File: src/rtl/vx_dcache_lane_arb_pkg.sv
// Shared types and width helpers for the dcache lane arbiter.
// The lane id rides in the LSBs of the memory-side tag.
package vx_dcache_lane_arb_pkg;

  function automatic int lane_bits(input int num_reqs);
    return (num_reqs > 1) ? $clog2(num_reqs) : 1;
  endfunction

  function automatic int mem_tag_width(input int tag_width, input int num_reqs);
    return tag_width + lane_bits(num_reqs);
  endfunction

  // Request layout for the default build (4 lanes, 4-byte words, 30-bit address, 8-bit tag)
  typedef struct packed {
    logic        rw;
    logic [3:0]  byteen;
    logic [29:0] addr;
    logic [3:0]  flags;
    logic [31:0] data;
    logic [7:0]  tag;
  } req_t;

  typedef enum logic [1:0] {
    SB_EMPTY = 2'd0,
    SB_ONE   = 2'd1,
    SB_FULL  = 2'd2
  } sb_state_e;

endpackage

File: src/rtl/vx_dcache_lane_arb_if.sv
// Core-side per-lane and memory-side single-port bundle for the lane arbiter.
// Per-lane fields are flattened, lane 0 in the LSBs.
interface vx_dcache_lane_arb_if
  import vx_dcache_lane_arb_pkg::*;
#(
  parameter int NUM_REQS    = 4,
  parameter int WORD_SIZE   = 4,
  parameter int ADDR_WIDTH  = 30,
  parameter int FLAGS_WIDTH = 4,
  parameter int TAG_WIDTH   = 8
);
  localparam int DATA_WIDTH    = WORD_SIZE * 8;
  localparam int MEM_TAG_WIDTH = mem_tag_width(TAG_WIDTH, NUM_REQS);

  logic [NUM_REQS-1:0]             core_req_valid;
  logic [NUM_REQS-1:0]             core_req_rw;
  logic [NUM_REQS*WORD_SIZE-1:0]   core_req_byteen;
  logic [NUM_REQS*ADDR_WIDTH-1:0]  core_req_addr;
  logic [NUM_REQS*FLAGS_WIDTH-1:0] core_req_flags;
  logic [NUM_REQS*DATA_WIDTH-1:0]  core_req_data;
  logic [NUM_REQS*TAG_WIDTH-1:0]   core_req_tag;
  logic [NUM_REQS-1:0]             core_req_ready;

  logic [NUM_REQS-1:0]             core_rsp_valid;
  logic [NUM_REQS*DATA_WIDTH-1:0]  core_rsp_data;
  logic [NUM_REQS*TAG_WIDTH-1:0]   core_rsp_tag;
  logic [NUM_REQS-1:0]             core_rsp_ready;

  logic                     mem_req_valid;
  logic                     mem_req_rw;
  logic [WORD_SIZE-1:0]     mem_req_byteen;
  logic [ADDR_WIDTH-1:0]    mem_req_addr;
  logic [FLAGS_WIDTH-1:0]   mem_req_flags;
  logic [DATA_WIDTH-1:0]    mem_req_data;
  logic [MEM_TAG_WIDTH-1:0] mem_req_tag;
  logic                     mem_req_ready;

  logic                     mem_rsp_valid;
  logic [DATA_WIDTH-1:0]    mem_rsp_data;
  logic [MEM_TAG_WIDTH-1:0] mem_rsp_tag;
  logic                     mem_rsp_ready;

  modport master (
    output core_req_valid, core_req_rw, core_req_byteen, core_req_addr,
    output core_req_flags, core_req_data, core_req_tag,
    input  core_req_ready,
    input  core_rsp_valid, core_rsp_data, core_rsp_tag,
    output core_rsp_ready,
    input  mem_req_valid, mem_req_rw, mem_req_byteen, mem_req_addr,
    input  mem_req_flags, mem_req_data, mem_req_tag,
    output mem_req_ready,
    output mem_rsp_valid, mem_rsp_data, mem_rsp_tag,
    input  mem_rsp_ready
  );

  modport slave (
    input  core_req_valid, core_req_rw, core_req_byteen, core_req_addr,
    input  core_req_flags, core_req_data, core_req_tag,
    output core_req_ready,
    output core_rsp_valid, core_rsp_data, core_rsp_tag,
    input  core_rsp_ready,
    output mem_req_valid, mem_req_rw, mem_req_byteen, mem_req_addr,
    output mem_req_flags, mem_req_data, mem_req_tag,
    input  mem_req_ready,
    input  mem_rsp_valid, mem_rsp_data, mem_rsp_tag,
    output mem_rsp_ready
  );

endinterface

File: src/rtl/vx_dcache_lane_arb_skid_buf.sv
// Two-entry valid/ready FIFO; the head register drives the output directly.
// Accepts a push whenever not full, so push+pop at one entry keeps occupancy.
module vx_dcache_lane_arb_skid_buf
  import vx_dcache_lane_arb_pkg::*;
#(
  parameter int DATAW = 8
) (
  input  logic             clk,
  input  logic             reset,
  input  logic             valid_in,
  input  logic [DATAW-1:0] data_in,
  output logic             ready_in,
  output logic             valid_out,
  output logic [DATAW-1:0] data_out,
  input  logic             ready_out
);

  sb_state_e        state, state_next;
  logic [DATAW-1:0] head, tail;
  logic             push, pop;

  assign ready_in  = (state != SB_FULL);
  assign valid_out = (state != SB_EMPTY);
  assign data_out  = head;
  assign push      = valid_in & ready_in;
  assign pop       = valid_out & ready_out;

  always_ff @(posedge clk or posedge reset) begin
    if (reset) state <= SB_EMPTY;
    else       state <= state_next;
  end

  always_comb begin
    state_next = state;
    unique case (state)
      SB_EMPTY: if (push)         state_next = SB_ONE;
      SB_ONE:   if (push && !pop) state_next = SB_FULL;
                else if (!push && pop) state_next = SB_EMPTY;
      SB_FULL:  if (pop)          state_next = SB_ONE;
      default:                    state_next = SB_EMPTY;
    endcase
  end

  always_ff @(posedge clk or posedge reset) begin
    if (reset) begin
      head <= '0;
      tail <= '0;
    end else begin
      unique case ({push, pop})
        2'b10: begin
          if (state == SB_EMPTY) head <= data_in;
          else                   tail <= data_in;
        end
        2'b01: head <= tail;
        // push with pop only happens at one entry (no push when full)
        2'b11: head <= data_in;
        default: ;
      endcase
    end
  end

endmodule

File: src/rtl/vx_dcache_lane_arb.sv
// Merges per-lane dcache channels onto one memory port with round-robin grant,
// a registered two-entry request buffer and tag-based response routing.
module vx_dcache_lane_arb
  import vx_dcache_lane_arb_pkg::*;
#(
  parameter int NUM_REQS    = 4,
  parameter int WORD_SIZE   = 4,
  parameter int ADDR_WIDTH  = 30,
  parameter int FLAGS_WIDTH = 4,
  parameter int TAG_WIDTH   = 8
) (
  input  logic               clk,
  input  logic               reset,
  vx_dcache_lane_arb_if.slave bus
);

  localparam int LANE_BITS     = lane_bits(NUM_REQS);
  localparam int MEM_TAG_WIDTH = mem_tag_width(TAG_WIDTH, NUM_REQS);
  localparam int DATA_WIDTH    = WORD_SIZE * 8;

  typedef struct packed {
    logic                     rw;
    logic [WORD_SIZE-1:0]     byteen;
    logic [ADDR_WIDTH-1:0]    addr;
    logic [FLAGS_WIDTH-1:0]   flags;
    logic [DATA_WIDTH-1:0]    data;
    logic [MEM_TAG_WIDTH-1:0] tag;
  } lane_req_t;

  logic [LANE_BITS-1:0] rr_ptr, rr_ptr_next;
  logic [NUM_REQS-1:0]  rotated, grant;
  logic [LANE_BITS-1:0] grant_idx;
  logic                 grant_any, buf_ready, head_valid;
  lane_req_t            grant_req, head_req;

  // Rotate so the pointer lane sits at bit 0; first set bit is the winner.
  assign rotated = NUM_REQS'({bus.core_req_valid, bus.core_req_valid} >> rr_ptr);

  always_comb begin
    int unsigned offset;
    int unsigned sum;
    int unsigned nxt;
    offset    = 0;
    grant_any = 1'b0;
    for (int unsigned i = 0; i < NUM_REQS; i++) begin
      if (!grant_any && rotated[i]) begin
        grant_any = 1'b1;
        offset    = i;
      end
    end
    grant_any = grant_any & buf_ready & ~reset;
    sum = 32'(rr_ptr) + offset;
    if (sum >= NUM_REQS) sum = sum - NUM_REQS;
    nxt = sum + 1;
    if (nxt >= NUM_REQS) nxt = 0;
    grant_idx   = LANE_BITS'(sum);
    rr_ptr_next = LANE_BITS'(nxt);
  end

  always_comb begin
    grant = '0;
    for (int unsigned j = 0; j < NUM_REQS; j++)
      grant[j] = grant_any && (grant_idx == LANE_BITS'(j));
  end

  assign bus.core_req_ready = grant;

  always_ff @(posedge clk or posedge reset) begin
    if (reset)          rr_ptr <= '0;
    else if (grant_any) rr_ptr <= rr_ptr_next;
  end

  always_comb begin
    grant_req = '0;
    for (int unsigned j = 0; j < NUM_REQS; j++) begin
      if (grant[j]) begin
        grant_req.rw     = bus.core_req_rw[j];
        grant_req.byteen = bus.core_req_byteen[j*WORD_SIZE +: WORD_SIZE];
        grant_req.addr   = bus.core_req_addr[j*ADDR_WIDTH +: ADDR_WIDTH];
        grant_req.flags  = bus.core_req_flags[j*FLAGS_WIDTH +: FLAGS_WIDTH];
        grant_req.data   = bus.core_req_data[j*DATA_WIDTH +: DATA_WIDTH];
        grant_req.tag    = {bus.core_req_tag[j*TAG_WIDTH +: TAG_WIDTH], LANE_BITS'(j)};
      end
    end
  end

  vx_dcache_lane_arb_skid_buf #(
    .DATAW($bits(lane_req_t))
  ) req_buf (
    .clk       (clk),
    .reset     (reset),
    .valid_in  (grant_any),
    .data_in   (grant_req),
    .ready_in  (buf_ready),
    .valid_out (head_valid),
    .data_out  (head_req),
    .ready_out (bus.mem_req_ready)
  );

  assign bus.mem_req_valid  = head_valid;
  assign bus.mem_req_rw     = head_req.rw;
  assign bus.mem_req_byteen = head_req.byteen;
  assign bus.mem_req_addr   = head_req.addr;
  assign bus.mem_req_flags  = head_req.flags;
  assign bus.mem_req_data   = head_req.data;
  assign bus.mem_req_tag    = head_req.tag;

  logic [LANE_BITS-1:0] rsp_lane;
  logic                 lane_ok;

  assign rsp_lane = bus.mem_rsp_tag[LANE_BITS-1:0];

  // An out-of-range lane id is swallowed: ready stays high, no lane sees valid.
  always_comb begin
    bus.core_rsp_valid = '0;
    bus.mem_rsp_ready  = 1'b1;
    lane_ok            = 1'b0;
    for (int unsigned j = 0; j < NUM_REQS; j++) begin
      if (rsp_lane == LANE_BITS'(j)) begin
        lane_ok               = 1'b1;
        bus.core_rsp_valid[j] = bus.mem_rsp_valid;
        bus.mem_rsp_ready     = bus.core_rsp_ready[j];
      end
    end
  end

  assign bus.core_rsp_data = {NUM_REQS{bus.mem_rsp_data}};
  assign bus.core_rsp_tag  = {NUM_REQS{bus.mem_rsp_tag[MEM_TAG_WIDTH-1:LANE_BITS]}};

  rsp_lane_legal: assert property (@(posedge clk) disable iff (reset) bus.mem_rsp_valid |-> lane_ok);

endmodule

File: src/flat_wrapper.sv
// flat-port wrapper written by rule: the top's interface ports become plain ports
module vx_dcache_lane_arb_flat import vx_dcache_lane_arb_pkg::*;
#(
  parameter int NUM_REQS    = 4,
  parameter int WORD_SIZE   = 4,
  parameter int ADDR_WIDTH  = 30,
  parameter int FLAGS_WIDTH = 4,
  parameter int TAG_WIDTH   = 8
)
  (clk, reset, bus_core_req_valid, bus_core_req_rw, bus_core_req_byteen, bus_core_req_addr, bus_core_req_flags, bus_core_req_data, bus_core_req_tag, bus_core_req_ready, bus_core_rsp_valid, bus_core_rsp_data, bus_core_rsp_tag, bus_core_rsp_ready, bus_mem_req_valid, bus_mem_req_rw, bus_mem_req_byteen, bus_mem_req_addr, bus_mem_req_flags, bus_mem_req_data, bus_mem_req_tag, bus_mem_req_ready, bus_mem_rsp_valid, bus_mem_rsp_data, bus_mem_rsp_tag, bus_mem_rsp_ready);
  vx_dcache_lane_arb_if #(.NUM_REQS(NUM_REQS), .WORD_SIZE(WORD_SIZE), .ADDR_WIDTH(ADDR_WIDTH), .FLAGS_WIDTH(FLAGS_WIDTH), .TAG_WIDTH(TAG_WIDTH)) bus_i ();
  input  logic clk;
  input  logic reset;
  input wire logic [$bits(bus_i.core_req_valid)-1:0] bus_core_req_valid;
  input wire logic [$bits(bus_i.core_req_rw)-1:0] bus_core_req_rw;
  input wire logic [$bits(bus_i.core_req_byteen)-1:0] bus_core_req_byteen;
  input wire logic [$bits(bus_i.core_req_addr)-1:0] bus_core_req_addr;
  input wire logic [$bits(bus_i.core_req_flags)-1:0] bus_core_req_flags;
  input wire logic [$bits(bus_i.core_req_data)-1:0] bus_core_req_data;
  input wire logic [$bits(bus_i.core_req_tag)-1:0] bus_core_req_tag;
  output wire logic [$bits(bus_i.core_req_ready)-1:0] bus_core_req_ready;
  output wire logic [$bits(bus_i.core_rsp_valid)-1:0] bus_core_rsp_valid;
  output wire logic [$bits(bus_i.core_rsp_data)-1:0] bus_core_rsp_data;
  output wire logic [$bits(bus_i.core_rsp_tag)-1:0] bus_core_rsp_tag;
  input wire logic [$bits(bus_i.core_rsp_ready)-1:0] bus_core_rsp_ready;
  output wire logic [$bits(bus_i.mem_req_valid)-1:0] bus_mem_req_valid;
  output wire logic [$bits(bus_i.mem_req_rw)-1:0] bus_mem_req_rw;
  output wire logic [$bits(bus_i.mem_req_byteen)-1:0] bus_mem_req_byteen;
  output wire logic [$bits(bus_i.mem_req_addr)-1:0] bus_mem_req_addr;
  output wire logic [$bits(bus_i.mem_req_flags)-1:0] bus_mem_req_flags;
  output wire logic [$bits(bus_i.mem_req_data)-1:0] bus_mem_req_data;
  output wire logic [$bits(bus_i.mem_req_tag)-1:0] bus_mem_req_tag;
  input wire logic [$bits(bus_i.mem_req_ready)-1:0] bus_mem_req_ready;
  input wire logic [$bits(bus_i.mem_rsp_valid)-1:0] bus_mem_rsp_valid;
  input wire logic [$bits(bus_i.mem_rsp_data)-1:0] bus_mem_rsp_data;
  input wire logic [$bits(bus_i.mem_rsp_tag)-1:0] bus_mem_rsp_tag;
  output wire logic [$bits(bus_i.mem_rsp_ready)-1:0] bus_mem_rsp_ready;
  assign bus_i.core_req_valid = bus_core_req_valid;
  assign bus_i.core_req_rw = bus_core_req_rw;
  assign bus_i.core_req_byteen = bus_core_req_byteen;
  assign bus_i.core_req_addr = bus_core_req_addr;
  assign bus_i.core_req_flags = bus_core_req_flags;
  assign bus_i.core_req_data = bus_core_req_data;
  assign bus_i.core_req_tag = bus_core_req_tag;
  assign bus_core_req_ready = bus_i.core_req_ready;
  assign bus_core_rsp_valid = bus_i.core_rsp_valid;
  assign bus_core_rsp_data = bus_i.core_rsp_data;
  assign bus_core_rsp_tag = bus_i.core_rsp_tag;
  assign bus_i.core_rsp_ready = bus_core_rsp_ready;
  assign bus_mem_req_valid = bus_i.mem_req_valid;
  assign bus_mem_req_rw = bus_i.mem_req_rw;
  assign bus_mem_req_byteen = bus_i.mem_req_byteen;
  assign bus_mem_req_addr = bus_i.mem_req_addr;
  assign bus_mem_req_flags = bus_i.mem_req_flags;
  assign bus_mem_req_data = bus_i.mem_req_data;
  assign bus_mem_req_tag = bus_i.mem_req_tag;
  assign bus_i.mem_req_ready = bus_mem_req_ready;
  assign bus_i.mem_rsp_valid = bus_mem_rsp_valid;
  assign bus_i.mem_rsp_data = bus_mem_rsp_data;
  assign bus_i.mem_rsp_tag = bus_mem_rsp_tag;
  assign bus_mem_rsp_ready = bus_i.mem_rsp_ready;
  vx_dcache_lane_arb #(.NUM_REQS(NUM_REQS), .WORD_SIZE(WORD_SIZE), .ADDR_WIDTH(ADDR_WIDTH), .FLAGS_WIDTH(FLAGS_WIDTH), .TAG_WIDTH(TAG_WIDTH)) u_core (.clk(clk), .reset(reset), .bus(bus_i));
endmodule
File: config.mk
export PLATFORM = sky130hd
export DESIGN_NAME = vx_dcache_lane_arb_flat
export DESIGN_NICKNAME = d
export VERILOG_FILES = /design/src/rtl/vx_dcache_lane_arb_pkg.sv /design/src/rtl/vx_dcache_lane_arb_if.sv /design/src/rtl/vx_dcache_lane_arb_skid_buf.sv /design/src/rtl/vx_dcache_lane_arb.sv /design/src/flat_wrapper.sv
export SDC_FILE = /design/constraint.sdc
export NUM_CORES = 1
export LEC_CHECK = 0
export CAP_MARGIN = 20
export CORE_AREA = 2 2 244 246
export CTS_BUF_LIST = sky130_fd_sc_hd__clkbuf_8
export DETAILED_ROUTE_END_ITERATION = 8
export DIE_AREA = 0 0 246 248
export SYNTH_ARGS = -nofsm -noshare
export SYNTH_HDL_FRONTEND = slang
export SYNTH_SLANG_ARGS = --single-unit
export TNS_END_PERCENT = 1
File: constraint.sdc
create_clock -name clk -period 11.2 [get_ports clk]
set_input_delay 3.36 -clock clk [delete_from_list [all_inputs] [get_ports clk]]
set_output_delay 3.36 -clock clk [all_outputs]
set_load 0.01 [all_outputs]
==> metrics.json, run 1 <==
{
  "netlist_top_cells_area": {"value": "dfrtp_1, a22o_1, buf_4, a22oi_1, a211o_1"},
  "syn-mean-instance-area": {"value": 8.46, "unit": "µm²"},
  "clock-root-buffer": {"value": "clkbuf_8"},
  "timing.critical_path.buf_inv": {"value": 2},
  "final_layout_size_suffix_gt1_share": {"value": 4.08, "unit": "%"},
  "maxClockFrequency": {"value": 0.105, "unit": "GHz"},
  "r2r_setup_slack": {"value": 6.56, "unit": "ns"},
  "worst_setup_hold_path_clk_slew": {"value": 0.09, "unit": "ns"},
  "core.rowCount": {"value": 89},
  "yosys.area.top_type_share": {"value": 35.5, "unit": "%"},
  "wire_length_of_the_first_global_routing_pass": {"value": 60.8, "unit": "mm"},
  "timing.final.crit_period": {"value": 9.56, "unit": "ns"},
  "largest_net_degree_at_the_start_of_global_routing": {"value": 89},
  "placeableCoreArea": {"value": 58500, "unit": "µm²"},
  "global_route.overflow_total": {"value": 0},
  "timing.critical_path.cells": {"value": "clkdlybuf4s50_1, nand2_1, a21oi_1, o22ai_1, o21a_1, ha_1, xor2_1, xor2_1, ha_4, and2_1, clkdlybuf4s50_1"},
  "path_delay_family": {"value": "buffers and inverters"},
  "fin_tns_setup": {"value": 0, "unit": "ns"},
  "dr_wl_met3": {"value": 2.88, "unit": "mm"},
  "postRouteWirelength": {"value": 40.5, "unit": "mm"},
  "synth_top_cell_by_area": {"value": "dfrtp_1"},
  "commonest_cells_after_routing_fill_and_taps_aside": {"value": "clkdlybuf4s50_1, dfrtp_1, a22o_1"},
  "syn_area": {"value": 11700, "unit": "µm²"},
  "cell_leakage_power": {"value": 6.38, "unit": "nW"},
  "cts.htree.levels": {"value": 4},
  "drt_first_iter_violations": {"value": 541},
  "critical_path.startpoint_type": {"value": "primary input"},
  "yosys_register_bits": {"value": 166},
  "postCtsSetupRepairBufs": {"value": 0},
  "dp_hpwl": {"value": 28.0, "unit": "mm"},
  "wl_per_cell": {"value": 17.3, "unit": "µm"},
  "timing.critical_path.from": {"value": "bus_core_req_valid[2]"},
  "number_of_antenna_violations_at_the_first_check_in_global_routing": {"value": 2},
  "layout.cells.most_common": {"value": "clkdlybuf4s50_1"},
  "mappedNetlistNets": {"value": 1760},
  "hold-path-endpoint": {"value": "u_core.req_buf.tail[1]$_DFFE_PP0P_"},
  "tritoncts_num_sinks": {"value": 166},
  "chipHeight": {"value": 248, "unit": "µm"},
  "ys_seq_area_share": {"value": 35.5, "unit": "%"},
  "place.gp.congestion": {"value": 0.842},
  "drt-pass1-iter-count": {"value": 5},
  "crit_type": {"value": "in2out"},
  "synth_cells": {"value": 1383},
  "grt_util_all_layers": {"value": 12.8, "unit": "%"},
  "tightestPinTransition": {"value": 1.06, "unit": "ns"},
  "worst_ep_required_time": {"value": 7.84, "unit": "ns"},
  "met2WireLength": {"value": 19.4, "unit": "mm"},
  "slowest_delay": {"value": 0.66, "unit": "ns"},
  "detailroute.via_count": {"value": 11025},
  "worst_r2r_path_depth": {"value": 14},
  "grt_setup_unrepaired": {"value": "no"},
  "route.antenna.remaining_nets": {"value": 0},
  "detail_route.wirelength.met1": {"value": 17.3, "unit": "mm"},
  "max-slew-margin-rel": {"value": 29.3, "unit": "%"},
  "floorplan.initialDensity": {"value": 20.0, "unit": "%"},
  "yosys_synthesis_warning_count": {"value": 0},
  "crit_path_max_fanout": {"value": 9},
  "cts_tree": {"value": "built"},
  "setup_violations": {"value": 0},
  "worstHoldPathType": {"value": "reg2reg"},
  "final_core_util": {"value": 27.0, "unit": "%"},
  "route.detailed.drc": {"value": 0},
  "total_power": {"value": 5.41, "unit": "mW"},
  "synth_cell_types": {"value": 49},
  "ir_drop": {"value": 0.496, "unit": "mV"},
  "area_of_the_die": {"value": 61000, "unit": "µm²"},
  "hold_violations": {"value": 0},
  "cp.arrival": {"value": 6.20, "unit": "ns"},
  "cts_hold_buf": {"value": 0},
  "hold_path_depth": {"value": 2},
  "pre_cts_ws": {"value": 1.66, "unit": "ns"},
  "top_layer_used": {"value": "met4"},
  "area_overhead_vs_synth": {"value": 34.9, "unit": "%"},
  "clkLatencyLatePin": {"value": 0.55, "unit": "ns"},
  "period_utilisation_layout": {"value": 85.4, "unit": "%"},
  "timing.critical_path.slowest_stage_cell": {"value": "clkdlybuf4s50_1"},
  "clock_path_buffers": {"value": 2},
  "num-nets-final": {"value": 1934},
  "place.port_buffers": {"value": 420},
  "die_x": {"value": 246, "unit": "µm"},
  "cap_viol_max_count": {"value": 0},
  "worst_slack": {"value": 1.64, "unit": "ns"},
  "critical_path.endpoint_type": {"value": "output port"},
  "first_global_vias": {"value": 10716},
  "drv_slew": {"value": 0},
  "via_per_inst": {"value": 4.70},
  "worst_hold_startpoint": {"value": "u_core.req_buf.tail[1]$_DFFE_PP0P_"},
  "reg2reg_end": {"value": "u_core.req_buf.data_out[45]$_DFFE_PP0P_"},
  "post_cts_resize_count": {"value": 0},
  "rr_startpoint": {"value": "u_core.rr_ptr[1]$_DFFE_PP0P_"},
  "top_level_pins": {"value": 621},
  "cts_made_buffers": {"value": 17},
  "run_status": {"value": "finished, final reports clean"},
  "final.hold.worst_slack": {"value": 0.501, "unit": "ns"},
  "timing.clock.skew": {"value": 0.0170, "unit": "ns"},
  "power_density_over_the_cells": {"value": 343, "unit": "nW/µm²"}
}
## metrics by stage
stage | cells | area [µm²]
after floorplan | 1383 | 11700
after global placement | 2309 | 15300
after detailed placement | 2310 | 15400
after CTS | 2342 | 15800
after global routing | 2344 | 15800
final | 2344 | 15800
## cell type report
| cell class | instances | area (µm²) |
|---|---|---|
| Multi-Input combinational cell | 853 | 5580 |
| Antenna cell | 1 | 2.50 |
| Fill cell | 6282 | 42700 |
| Clock inverter | 15 | 163 |
| Inverter | 82 | 315 |
| Timing Repair Buffer | 437 | 4360 |
| Sequential cell | 166 | 4150 |
| Clock buffer | 17 | 234 |
| Tap cell | 773 | 967 |
## synthesized netlist by cell type, drive strengths merged
library cell and n:
a211o 68, a211oi 10, a21oi 84, a221o 1, a22o 155, a22oi 148
a2bb2oi 1, a31oi 68, a32oi 1, and2 4, and3 2, and3b 1
buf 208, clkbuf 74, clkinv 1, dfrtp 166, ha 7, inv 81
mux2 1, mux2i 1, mux4 1, nand2 102, nand2b 2, nand3 3
nand3b 1, nand4b 1, nor2 152, nor2b 4, nor3 2, nor3b 2
nor4 1, o211ai 2, o21a 1, o21ai 4, o22a 10, o22ai 2
o311ai 1, o31ai 3, o32ai 1, or2 2, or4 1, xnor2 1
xor2 2
## worst max-delay path by stage
stage                                              to  cells after the start
2_1_floorplan  u_core.req_buf.data_out[0]$_DFFE_PP0P_                      2
3_3_place_gp                    bus_core_req_ready[3]                     11
5_1_grt                         bus_core_req_ready[2]                     11
4_1_cts                         bus_core_req_ready[2]                     11
3_5_place_dp                    bus_core_req_ready[2]                     11
6_report                        bus_core_req_ready[2]                     11
## report_power, final
part	internal [mW]	leakage [nW]	switching, mW	total [mW]
sequential	0.890	2.10	0.161	1.05
combinational	1.66	4.08	2.25	3.91
clock	0.167	0.197	0.282	0.449
## registers in the layout, indices dropped and copies added (netlist names)
register	cells
u_core.rr_ptr	2
u_core.req_buf.data_out	81
u_core.req_buf.state	2
u_core.req_buf.tail	81
## routing by layer
metal / vias up / global-route usage, %
met5: - / 0
met4: 0 / 4.99
met3: 79 / 3.48
met2: 418 / 21.1
met1: 5294 / 15.7
li1: 5234 / -
## logic make-up (layout without fill, tap and decap cells)
family	Yosys count	in the layout	synth area share, %
buffers and inverters	364	551	17.4
adders and majority gates	7	7	0.749
and+or+nand+nor	280	280	9.70
AOI/OAI and AO/OA	560	560	36.0
muxes	3	3	0.374
xor gates and xnor gates	3	3	0.225
other	0	1	0
DFF	166	166	35.5
## tightest hold or removal path, delay by kind of cell, from the launching register on
| family | cells | cell delay [ns] |
|---|---|---|
| flops | 1 | 0.36 |
| simple gates | 1 | 0.05 |
| compound gates | 1 | 0.06 |
No activity file was read; power rests on OpenSTA's default activity.
==> run 2: changes to the inputs <==
SLEW_MARGIN = 10   (was default)
==> results of run 2 <==
The final DEF is identical to that of run 1; final timing and power are the same.
==> run 3: changes to the inputs <==
TNS_END_PERCENT = 100   (was 1)
==> results of run 3 <==
The final DEF is identical to that of run 1; final timing and power are the same.
